--- src/rtl/lcd_frame_stream_source.sv ---
// Avalon-MM to 8-bit Avalon-ST frame source feeding the LCD dual-clock FIFO write side.
// Optional build macro LCD_FRAME_STREAM_IRQ_EN adds an end-of-frame interrupt output.
module lcd_frame_stream_source #(
    parameter int unsigned FRAME_BYTES_W = 20,
    parameter bit          MSB_FIRST     = 1'b0
) (
    input  logic        wrclk,
    input  logic        wrreset_n,
    input  logic [1:0]  avs_address,
    input  logic        avs_write,
    input  logic [31:0] avs_writedata,
    input  logic        avs_read,
    output logic [31:0] avs_readdata,
    output logic        avs_waitrequest,
    output logic [7:0]  st_data,
    output logic        st_valid,
    output logic        st_startofpacket,
    output logic        st_endofpacket,
    input  logic        st_ready
`ifdef LCD_FRAME_STREAM_IRQ_EN
    ,
    output logic        irq
`endif
);
    localparam logic [1:0] ADDR_CONTROL = 2'd0;
    localparam logic [1:0] ADDR_FRAME   = 2'd1;
    localparam logic [1:0] ADDR_DATA    = 2'd2;
    localparam logic [1:0] ADDR_STATUS  = 2'd3;
    localparam int unsigned REM_FIELD_W = 24;

    typedef enum logic {S_IDLE, S_STREAM} state_t;

    state_t                   state;
    logic [FRAME_BYTES_W-1:0] frame_bytes;
    logic [FRAME_BYTES_W-1:0] remaining;
    logic                     sof_pend;
    logic                     hb_valid;
    logic [31:0]              hb;
    logic [31:0]              sr;
    logic [2:0]               sr_cnt;
    logic                     st_drop;
    logic                     st_zero_len;
    logic                     st_eof;
    logic                     irq_enable;

    logic        wr_ctrl, wr_frame, wr_data_req, wr_stat;
    logic        start, abort, streaming;
    logic        xfer, last_xfer, sr_free, data_acc;
    logic [31:0] word_in;

    assign wr_ctrl     = avs_write && (avs_address == ADDR_CONTROL);
    assign wr_frame    = avs_write && (avs_address == ADDR_FRAME);
    assign wr_data_req = avs_write && (avs_address == ADDR_DATA);
    assign wr_stat     = avs_write && (avs_address == ADDR_STATUS);
    assign abort       = wr_ctrl && avs_writedata[1];
    assign start       = wr_ctrl && avs_writedata[0] && !avs_writedata[1];
    assign streaming   = (state == S_STREAM);

    // sr always shifts right, so byte order is fixed up once at capture time
    assign word_in = MSB_FIRST ? {avs_writedata[7:0], avs_writedata[15:8],
                                  avs_writedata[23:16], avs_writedata[31:24]}
                               : avs_writedata;

    assign st_valid         = streaming && (sr_cnt != 3'd0);
    assign st_data          = sr[7:0];
    assign st_startofpacket = st_valid && sof_pend;
    assign st_endofpacket   = st_valid && (remaining == FRAME_BYTES_W'(1));

    assign xfer            = st_valid && st_ready;
    assign last_xfer       = xfer && (remaining == FRAME_BYTES_W'(1));
    assign sr_free         = (sr_cnt == 3'd0) || (xfer && (sr_cnt == 3'd1));
    assign avs_waitrequest = wr_data_req && streaming && hb_valid && !sr_free;
    assign data_acc        = wr_data_req && !avs_waitrequest;

`ifdef LCD_FRAME_STREAM_IRQ_EN
    assign irq = st_eof && irq_enable;
`endif

    always_comb begin
        avs_readdata = 32'd0;
        case (avs_address)
            ADDR_CONTROL: avs_readdata = {29'd0, irq_enable, 2'b00};
            ADDR_FRAME:   avs_readdata = 32'(frame_bytes);
            ADDR_STATUS:  avs_readdata = {REM_FIELD_W'(remaining), 4'd0,
                                          st_eof, st_zero_len, st_drop, streaming};
            default:      avs_readdata = 32'd0;
        endcase
    end

    logic unused_ok;
    assign unused_ok = &{1'b0, avs_read, avs_writedata};

    always_ff @(posedge wrclk or negedge wrreset_n) begin
        if (!wrreset_n) begin
            state       <= S_IDLE;
            frame_bytes <= '0;
            remaining   <= '0;
            sof_pend    <= 1'b0;
            hb_valid    <= 1'b0;
            hb          <= '0;
            sr          <= '0;
            sr_cnt      <= '0;
            st_drop     <= 1'b0;
            st_zero_len <= 1'b0;
            st_eof      <= 1'b0;
            irq_enable  <= 1'b0;
        end else begin
            if (wr_frame) frame_bytes <= avs_writedata[FRAME_BYTES_W-1:0];
            // write-one-to-clear; event sets below take precedence
            if (wr_stat) begin
                if (avs_writedata[1]) st_drop     <= 1'b0;
                if (avs_writedata[2]) st_zero_len <= 1'b0;
                if (avs_writedata[3]) st_eof      <= 1'b0;
            end
`ifdef LCD_FRAME_STREAM_IRQ_EN
            if (wr_ctrl) irq_enable <= avs_writedata[2];
`endif
            if (abort) begin
                state     <= S_IDLE;
                remaining <= '0;
                sof_pend  <= 1'b0;
                hb_valid  <= 1'b0;
                sr_cnt    <= '0;
            end else begin
                case (state)
                    S_IDLE: begin
                        if (start) begin
                            if (frame_bytes != '0) begin
                                state     <= S_STREAM;
                                remaining <= frame_bytes;
                                sof_pend  <= 1'b1;
                            end else begin
                                st_zero_len <= 1'b1;
                            end
                        end
                        if (data_acc) st_drop <= 1'b1;
                    end
                    S_STREAM: begin
                        if (xfer) begin
                            sof_pend <= 1'b0;
                            if (remaining != '0) remaining <= remaining - FRAME_BYTES_W'(1);
                        end
                        if (last_xfer) begin
                            // bytes past the frame length are discarded
                            state    <= S_IDLE;
                            st_eof   <= 1'b1;
                            hb_valid <= 1'b0;
                            sr_cnt   <= '0;
                        end else if (sr_free) begin
                            if (hb_valid) begin
                                sr       <= hb;
                                sr_cnt   <= 3'd4;
                                hb_valid <= data_acc;
                                if (data_acc) hb <= word_in;
                            end else if (data_acc) begin
                                sr     <= word_in;
                                sr_cnt <= 3'd4;
                            end else if (xfer) begin
                                sr     <= {8'd0, sr[31:8]};
                                sr_cnt <= 3'd0;
                            end
                        end else begin
                            if (xfer) begin
                                sr     <= {8'd0, sr[31:8]};
                                sr_cnt <= sr_cnt - 3'd1;
                            end
                            if (data_acc) begin
                                hb       <= word_in;
                                hb_valid <= 1'b1;
                            end
                        end
                    end
                    default: state <= S_IDLE;
                endcase
            end
        end
    end
endmodule

--- config.mk ---
export PLATFORM = sky130hd
export DESIGN_NAME = lcd_frame_stream_source
export DESIGN_NICKNAME = d
export VERILOG_FILES = /design/src/rtl/lcd_frame_stream_source.sv
export SDC_FILE = /design/constraint.sdc
export NUM_CORES = 1
export LEC_CHECK = 0
export BUFFER_PORTS_ARGS = -buffer_cell sky130_fd_sc_hd__buf_2
export CAP_MARGIN = 20
export CORE_MARGIN = 5
export CORE_UTILIZATION = 50
export CTS_CLUSTER_DIAMETER = 30
export DETAILED_ROUTE_END_ITERATION = 16
export PLACE_DENSITY = 0.73
export SYNTH_ARGS = -nofsm -noshare
export SYNTH_HDL_FRONTEND = slang
export SYNTH_SLANG_ARGS = --single-unit
--- constraint.sdc ---
create_clock -name wrclk -period 2.3 [get_ports wrclk]
set_input_delay 0 -clock wrclk [delete_from_list [all_inputs] [get_ports wrclk]]
set_output_delay 0 -clock wrclk [all_outputs]
set_load 0.005 [all_outputs]
# Word-level counts from Yosys, hierarchy flattened
# Index checks and enable logic that the tools add are counted.
dict set report word_totals {
  regBits 113
  out_inout_bits 44
}
dict set report op_classes {
  bitwise_logic 3
  reduce_logical 36
  muxes 54
  eq_ne 10
  add_sub_neg 2
}
# operator n
set op_table {}
lappend op_table {{$mux 32} 7}
lappend op_table {{$mux 20} 5}
lappend op_table {{$pmux 28 s3} 1}
lappend op_table {{$pmux 20 s2} 1}
lappend op_table {{$reduce_bool 20->1} 2}
lappend op_table {{$mux 1} 30}
lappend op_table {{$mux 3} 8}
lappend op_table {{$eq 20x1->1 const B} 1}
lappend op_table {{$sub 20x1->20 const B} 1}
lappend op_table {{$logic_and 1x1->1} 17}
lappend op_table {{$reduce_and 3->1} 3}
lappend op_table {{$reduce_and 4->1} 2}
lappend op_table {{$reduce_bool 4->1} 2}
lappend op_table {{$ne 3x1->1 const B} 2}
lappend op_table {{$ne 3x3->1 const B} 2}
lappend op_table {{$reduce_bool 5->1} 1}
lappend op_table {{$eq 2x2->1 const B} 2}
lappend op_table {{$pmux 1 s2} 2}
lappend op_table {{$eq 3x1->1 const B} 1}
lappend op_table {{$logic_not 1->1} 3}
lappend op_table {{$logic_not 3->1} 1}
lappend op_table {{$not 1->1} 3}
lappend op_table {{$reduce_bool 3->1} 1}
lappend op_table {{$sub 3x1->3 const B} 1}
lappend op_table {{other kinds (6)} 6}

# Longest topological paths before layout
# Gate-level depths: netlist of the first run.
dict set report logic_depth {
  depth_word 15
  mapped_depth 10
}

# Worst setup path after synthesis of the first run
# Ideal clock, no wire load.
dict set report synth_timing {
  kind {flip-flop to flip-flop}
  from {register sr_cnt[0]}
  to {register hb[0]}
  path_stages_with_launch 10
  arrival_time_ps 2302
  setup_time_ps 125
  path_buffers 2
  slack_ps -127
  path_cell_list {dfrtp_1 inv_1 ha_1 nor2b_1 nor2_1 and4bb_1 buf_2 nor4_2 buf_2 mux2_2}
}
dict set report synth_between {
  elab_chain_len 12
  word_cells_on_any_way 18
}
# element line
set synth_lines {}
lappend synth_lines {{start: declaration} 40} ;# logic [2:0] sr_cnt;
lappend synth_lines {{start signal: assignment} 165} ;# sr_cnt <= sr_cnt - 3'd1;
lappend synth_lines {{$reduce_bool 3->1} 64} ;# assign st_valid = streaming && (sr_cnt != 3'd0);
lappend synth_lines {{$logic_and 1x1->1} 64}
lappend synth_lines {{$logic_and 1x1->1} 69} ;# assign xfer = st_valid && st_ready;
lappend synth_lines {{$logic_and 1x1->1} 71} ;# assign sr_free = (sr_cnt == 3'd0) || (xfer && (sr_cnt == 3'd1));
lappend synth_lines {{$logic_or 1x1->1} 71}
lappend synth_lines {{$logic_not 1->1} 72} ;# assign avs_waitrequest = wr_data_req && streaming && hb_valid && !sr_free;
lappend synth_lines {{$logic_and 1x1->1} 72}
lappend synth_lines {{$logic_not 1->1} 73} ;# assign data_acc = wr_data_req && !avs_waitrequest;
lappend synth_lines {{$logic_and 1x1->1} 73}
lappend synth_lines {{$mux 32 (2 in a row)} -}
lappend synth_lines {{$mux 32} 149} ;# end else if (sr_free) begin
lappend synth_lines {{end signal: assignment} 154} ;# if (data_acc) hb <= word_in;
lappend synth_lines {{end signal: assignment} 168} ;# hb <= word_in;
lappend synth_lines {{end: declaration} 38} ;# logic [31:0] hb;
# Parallel ways exist; a longest one is shown, timed or not. The select of a mux whose other input is x is not followed.
# A chain may end at the register's enable or synchronous reset.

# Final worst setup path of the first run
dict set report layout_timing {
  from {register sr_cnt[0]}
  to {register sr[3]}
}
dict set report layout_between {
  elab_chain_len 12
  word_cells_on_any_way 18
}
# element line
set layout_lines {}
lappend layout_lines {{$reduce_bool 3->1} 64}
lappend layout_lines {{$logic_and 1x1->1} 64}
lappend layout_lines {{$logic_and 1x1->1} 69}
lappend layout_lines {{$logic_and 1x1->1} 71}
lappend layout_lines {{$logic_or 1x1->1} 71}
lappend layout_lines {{$logic_not 1->1} 72}
lappend layout_lines {{$logic_and 1x1->1} 72}
lappend layout_lines {{$logic_not 1->1} 73}
lappend layout_lines {{$logic_and 1x1->1} 73}
lappend layout_lines {{$mux 32} 155} ;# end else if (data_acc) begin
lappend layout_lines {{$mux 32} 150} ;# if (hb_valid) begin
lappend layout_lines {{$mux 32} 149}
lappend layout_lines {{end signal: assignment} 156} ;# sr <= word_in;
lappend layout_lines {{end signal: assignment} 159} ;# sr <= {8'd0, sr[31:8]};
lappend layout_lines {{end signal: assignment} 164} ;# sr <= {8'd0, sr[31:8]};
lappend layout_lines {{end: declaration} 39} ;# logic [31:0] sr;
# Parallel ways exist; a longest one is shown, timed or not.

==> qor.csv, run 1 <==
stage,metric,value,unit
layout,ANT cells,0,
power_and_ir_drop,maximum VDD drop,0.000834,V
layout,fill cell count,939,
layout,"commonest non-fill, non-tap cell in the layout",dfrtp_1,
flow_run,Max-Cap Viols,0,
min_path,Worst Hold Class,input pin to async pin,
yosys,number of synthesized flops with an enable pin,0,
grt,initial antenna violation count,0,
clocking,Clock transition at path regs,0.06,ns
sta,Final Critical Period,2.34,ns
sta,Final Worst Setup Slack,-0.0415,ns
yosys,sequential element share of the synthesized area,0.444,
die,core area,0.0126,mm^2
sta,Max-Slew Margin vs Limit,0.571,
critical_path,critical path required time,2.60,ns
yosys,yosys synthesis warning count,1,
die,Starting Density,0.506,
critical_path,reg2reg end,sr[3],
critical_path,Worst setup SP type,register,
critical_path,Buf/Inv on CP,3,
sta,final hold violation count,0,
critical_path,CP peak stage delay,0.46,ns
sta,clock skew,0.0164,ns
critical_path,kind of critical path,register to register,
placed_design,Final Wtd Congestion,0.973,
yosys,Mapped Cells,631,
critical_path,r2r setup slk,-0.04,ns
sta,period utilisation layout,1.02,
yosys,"Primary FF master, synth",dfrtp_1,
layout,Final Util,0.679,
layout,share of cells above drive strength 1,0.345,
grt,global route total overflow,0,
routing,post-route ant nets,0,
status,failing checks,negative setup slack,
critical_path,"delay-heaviest family, CP",simple AND/OR/NAND/NOR gates,
clocking,total CTS buffers,17,
die,die footprint,0.0151,mm^2
sta,RSZ-0062 raised after global routing,yes,
critical_path,slowest CP cell,or3_4,
critical_path,RR Startpoint,sr_cnt[0],
sta,FMAX,427,MHz
yosys,Synth Cell Area,0.00636,mm^2
routing,post-DR vias/cell,6.26,
layout,"commonest non-fill, non-tap cells in the layout","dfrtp_1, buf_4, buf_2",
routing,Routed WL,20900,um
critical_path,Crit Path Max Fanout,8,
placed_design,Post-DP HPWL,14100,um
grt,largest net degree at the start of global routing,51,
grt,vias in the first global route,5955,
critical_path,crit path cell chain,"inv_2, ha_4, nor2b_4, nor2_2, and4bb_2, buf_6, or3_4, buf_16, a221o_1",
layout,Final nets,835,
power_and_ir_drop,Leakage,3.95,nW
clocking,H-Tree Depth,4,
sta,worst-margin pin slew,0.638,ns
power_and_ir_drop,PwrDens,1160,mW/mm^2
critical_path,"Arr. time, crit path",2.64,ns
yosys,number of synthesized register bits,113,
yosys,Netlist cell types,63,
status,status,finished with violations,
routing,DR pass1 iterations,6,
yosys,Async SR Flop Fraction,1.00,
routing,DRT iter0 DRCs,743,
clocking,CTS root buffer,clkbuf_16,
placed_design,Placement Cell Area,0.00733,mm^2
sta,worst hold slack,0.131,ns
grt,first-pass GRT wire length,32500,um
routing,routed vias,6096,
layout,design area,0.00853,mm^2
layout,P&R area growth vs syn,34.1,%
yosys,Syn Area/Cell,10.1,um^2
sta,Final Setup Violations,24,
die,die height,123,um
die,DIE WIDTH,123,um
critical_path,Worst Setup SP,sr_cnt[0],
sta,"Slew Viols, Final",0,
routing,number of remaining DRC errors,0,
placed_design,I/O Buffers,77,
die,row count,41,
clocking,clock sink count,113,
die,# IOs,83,
critical_path,Setup crit end kind,register,
critical_path,R2R depth,9,
clocking,CTS tree,yes,
clocking,worst skew pair latency,0.42,ns
routing,Avg WL per Cell,21.4,um
clocking,clock buffer depth,2,
grt,aggregate global-route resource usage,0.282,
-- per-stage QoR --
stage          TNS (ns)  setup WS (ns)  cells  total power [mW]
6_report         -0.508        -0.0415    974              9.93
2_1_floorplan   -0.0175        -0.0175    634              5.35
3_5_place_dp      -2.08         -0.135    895              6.82
5_1_grt           -2.36        -0.0730    974              10.4
3_3_place_gp      -1.04         -0.153    895              6.68
4_1_cts          -0.303        -0.0346    969              9.70
-- power by group --
| part | switching (mW) | internal, mW | total [mW] |
|---|---|---|---|
| clock | 0.972 | 1.70 | 2.67 |
| sequential | 0.538 | 2.69 | 3.23 |
| combinational | 2.11 | 1.92 | 4.02 |
-- kinds of logic after synthesis --
family                   Yosys count  share of synthesized area
flip-flops                       113                      0.444
multiplexers                      73                      0.125
buffers and inverters             86                     0.0627
AO/OA/AOI/OAI                    155                      0.169
adder cells (fa/ha/maj)            6                     0.0118
other                              1                   0.000589
XOR/XNOR                           1                    0.00138
AND/OR/NAND/NOR                  196                      0.185
-- worst max-delay path by stage --
stage | end | slack [ns] | cells after the start
3_3_place_gp | remaining[10] | -0.15 | 5
2_1_floorplan | remaining[6] | -0.02 | 6
5_1_grt | sr[0] | -0.07 | 9
6_report | sr[3] | -0.04 | 9
4_1_cts | sr[2] | -0.03 | 9
3_5_place_dp | remaining[10] | -0.13 | 5
-- cell usage after synthesis (3+ instances only) --
library cell,count,share of area
or4_1,7,0.0083
a41oi_1,3,0.0041
o21ai_0,7,0.0055
a31oi_1,9,0.0088
o211ai_1,5,0.0059
nand3_1,8,0.0063
mux2_2,52,0.092
nor2b_1,23,0.023
a221o_1,24,0.038
a21oi_1,54,0.042
or3_1,4,0.0039
o22ai_1,18,0.018
inv_1,20,0.012
ha_1,6,0.012
nor2_1,24,0.014
buf_2,10,0.0079
mux2i_1,21,0.033
dfrtp_1,113,0.44
and3_1,42,0.041
nand4_1,4,0.0039
nor4_1,37,0.036
or2_2,3,0.0029
buf_4,13,0.015
nor3_1,8,0.0063
and2_1,5,0.0049
clkbuf_1,39,0.023
nand2_1,15,0.0088
a211oi_1,6,0.0071
o2bb2ai_1,9,0.012
-- state kept, by name (all words and copies together) (netlist names) --
register     flops
frame_bytes     20
hb              32
hb_valid         1
remaining       20
sof_pend         1
sr              32
sr_cnt           3
st_drop          1
st_eof           1
st_zero_len      1
state            1
-- layout make-up --
type | count | area [um^2] | area share
repair buffers | 203 | 1550 | 0.182
well taps | 172 | 215 | 0.0252
clock buffers | 19 | 433 | 0.0507
flip-flops and latches | 113 | 2830 | 0.331
multi-input cells | 435 | 3270 | 0.383
inverters | 20 | 75.1 | 0.00880
clock inverters | 12 | 160 | 0.0188
-- repair_timing --
| action | CTS | global route |
|---|---|---|
| setup endpoints to repair | 74 | 82 |
| buffers inserted | 5 | 4 |
| resized for setup | 13 | 10 |
| cloned | 2 | 1 |
| endpoints found under the hold margin | 94 | 0 |
| hold buffers | 36 | 0 |
| pin swaps | 21 | 14 |
-- routing by layer --
layer	vias to the layer above	GRT usage	wire length, um
met4	0	0.100	518
li1	2717	-	-
met5	-	0	0
met2	333	0.426	9400
met3	50	0.0682	1980
met1	2996	0.398	8950
No activity file was read; power rests on OpenSTA's default activity.
==> run 2, diff against run 1 <==
Settings changed: CORE_MARGIN 5 to default, CORE_UTILIZATION 50 to 45, GPL_TIMING_DRIVEN from default to 0, PLACE_DENSITY 0.73 to 0.67.
==> run 2 against run 1 <==
The run still ends with negative setup slack left. Global-route usage grew 3.9 points. Sequential share of layout area decreased by 1.2 points. Wire length is 13% higher. Non-clock buffer count rose by 7. Critical path type unchanged. Critical endpoint is now remaining[12].
==> qor.csv, run 2 (synthesis gave the netlist of run 1 again) <==
stage,metric,value,unit,change
routing,post-route ant nets,0,,unchanged
layout,ANT cells,0,,unchanged
sta,final hold violation count,0,,unchanged
placed_design,Post-DP HPWL,15600,um,was 14100 um
clocking,total CTS buffers,17,,unchanged
sta,RSZ-0062 raised after global routing,yes,,unchanged
status,failing checks,negative setup slack,,unchanged
routing,post-DR vias/cell,6.44,,was 6.26
die,DIE WIDTH,121,um,was 123 um
layout,"commonest non-fill, non-tap cell in the layout",dfrtp_1,,unchanged
die,row count,43,,was 41
flow_run,Max-Cap Viols,0,,unchanged
layout,"commonest non-fill, non-tap cells in the layout","dfrtp_1, buf_2, a21oi_1",,"was dfrtp_1, buf_4, buf_2"
power_and_ir_drop,PwrDens,1170,mW/mm^2,was 1160 mW/mm^2
placed_design,Cells after DPL,891,,was 895
die,Starting Density,0.460,,was 0.506
die,core area,0.0138,mm^2,was 0.0126 mm^2
grt,vias in the first global route,5968,,was 5955
clocking,CTS tree,yes,,unchanged
die,die height,121,um,was 123 um
critical_path,Worst setup SP type,register,,unchanged
sta,FMAX,423,MHz,was 427 MHz
clocking,CTS root buffer,clkbuf_16,,unchanged
routing,Routed WL,23500,um,was 20900 um
min_path,Worst Hold Class,input pin to async pin,,unchanged
power_and_ir_drop,Leakage,4.04,nW,was 3.95 nW
power_and_ir_drop,total power,10.4,mW,was 9.93 mW
sta,period utilisation layout,1.03,,was 1.02
layout,biggest regs,"hb (32), sr (32)",,unchanged
critical_path,Setup crit end kind,register,,unchanged
sta,clock skew,0.0109,ns,was 0.0164 ns
sta,worst hold slack,0.0558,ns,was 0.131 ns
routing,routed vias,6374,,was 6096
die,die footprint,0.0146,mm^2,was 0.0151 mm^2
clocking,clock sink count,113,,unchanged
clocking,Clock transition at path regs,0.06,ns,about the same
routing,DR pass1 iterations,5,,was 6
clocking,H-Tree Depth,4,,unchanged
placed_design,Placement Cell Area,0.00705,mm^2,was 0.00733 mm^2
grt,initial antenna violation count,0,,unchanged
routing,Avg WL per Cell,23.7,um,was 21.4 um
die,# IOs,83,,unchanged
sta,Max-Slew Margin vs Limit,0.331,,was 0.571
placed_design,Place WS,-0.567,ns,was -0.135 ns
sta,Final Worst Setup Slack,-0.0627,ns,was -0.0415 ns
critical_path,kind of critical path,register to register,,unchanged
layout,share of cells above drive strength 1,0.349,,was 0.345
critical_path,Crit Path Max Fanout,5,,was 8
power_and_ir_drop,maximum VDD drop,0.000629,V,was 0.000834 V
grt,first-pass GRT wire length,34700,um,was 32500 um
clocking,clock buffer depth,2,,unchanged
placed_design,Final Wtd Congestion,0.964,,was 0.973
critical_path,"Arr. time, crit path",2.66,ns,was 2.64 ns
layout,non-filler instance count after layout,989,,was 974
layout,design area,0.00887,mm^2,was 0.00853 mm^2
sta,Final Setup Violations,38,,was 24
grt,global route total overflow,0,,unchanged
status,status,finished with violations,,unchanged
critical_path,critical path required time,2.59,ns,was 2.60 ns
sta,"Slew Viols, Final",0,,unchanged
routing,number of remaining DRC errors,0,,unchanged
grt,aggregate global-route resource usage,0.322,,was 0.282
placed_design,I/O Buffers,76,,was 77
layout,Final nets,842,,was 835
clocking,worst skew pair latency,0.42,ns,about the same
layout,Final Util,0.641,,was 0.679
sta,setup TNS,-0.884,ns,was -0.508 ns
critical_path,r2r setup slk,-0.06,ns,was -0.04 ns
routing,DRT iter0 DRCs,708,,was 743
sta,worst-margin pin slew,1.00,ns,was 0.638 ns
grt,largest net degree at the start of global routing,79,,was 51
layout,P&R area growth vs syn,39.4,%,was 34.1%
sta,Final Critical Period,2.36,ns,was 2.34 ns
-- run 2: cell count changes in the layout (fill, tap and decap cells not counted), sizes merged --
cell / change
dlygate4sd3: -2
clkinvlp: -1
clkbuf: +38
inv: -2
buf: -28
clkinv: +2
-- run 2: worst max-delay path, stage by stage, from the launching register on --
cell	delay, ns
dfrtp_2	0.41
or4_4	0.54
or4_4	0.56
or2_4	0.28
nand3_4	0.11
buf_12	0.12
buf_8	0.12
o22ai_2	0.08
-- run 2: timing repair --
action                     4_1_cts  5_1_grt
gates resized for setup         58       75
buffers inserted                24        8
hold endpoints to repair       172        0
hold buffers                    34        0
gates cloned                     3        4
setup endpoints to repair       90       87
pin swaps                       16       14
-- run 2: layer usage --
metal	track usage	up-vias	share of wire
li1	-	2731	-
met1	0.458	3175	0.42
met2	0.475	403	0.44
met3	0.0789	65	0.10
met4	0.113	0	0.030
met5	0	-	0
-- run 2: power breakdown --
part | leakage (nW) | total (mW) | internal, mW | switching [mW]
clock network | 0.294 | 2.79 | 1.79 | 1.00
registers | 1.42 | 3.46 | 2.70 | 0.763
logic | 2.32 | 4.16 | 2.01 | 2.15
-- run 2: final cells by class --
type,instances,area [um^2]
Inverter,20,75.1
Sequential cell,113,2830
Timing Repair Buffer,149,1170
Clock buffer,20,467
Clock inverter,11,156
Fill cell,1093,4960
Buffer,61,392
Tap cell,180,225
Multi-Input combinational cell,435,3550
-- run 2: worst paths after layout --
| path | startpoint | endpoint | cells past startpoint |
|---|---|---|---|
| min in group wrclk | avs_address[0] | st_zero_len | 3 |
| worst min register to register | st_zero_len | st_zero_len | 2 |
| worst max register to register | remaining[8] | remaining[12] | 7 |
| worst max-delay path | remaining[8] | remaining[12] | 7 |
| worst min-delay path | wrreset_n | hb[0] | 2 |
| max in group asynchronous | wrreset_n | sr[28] | 3 |
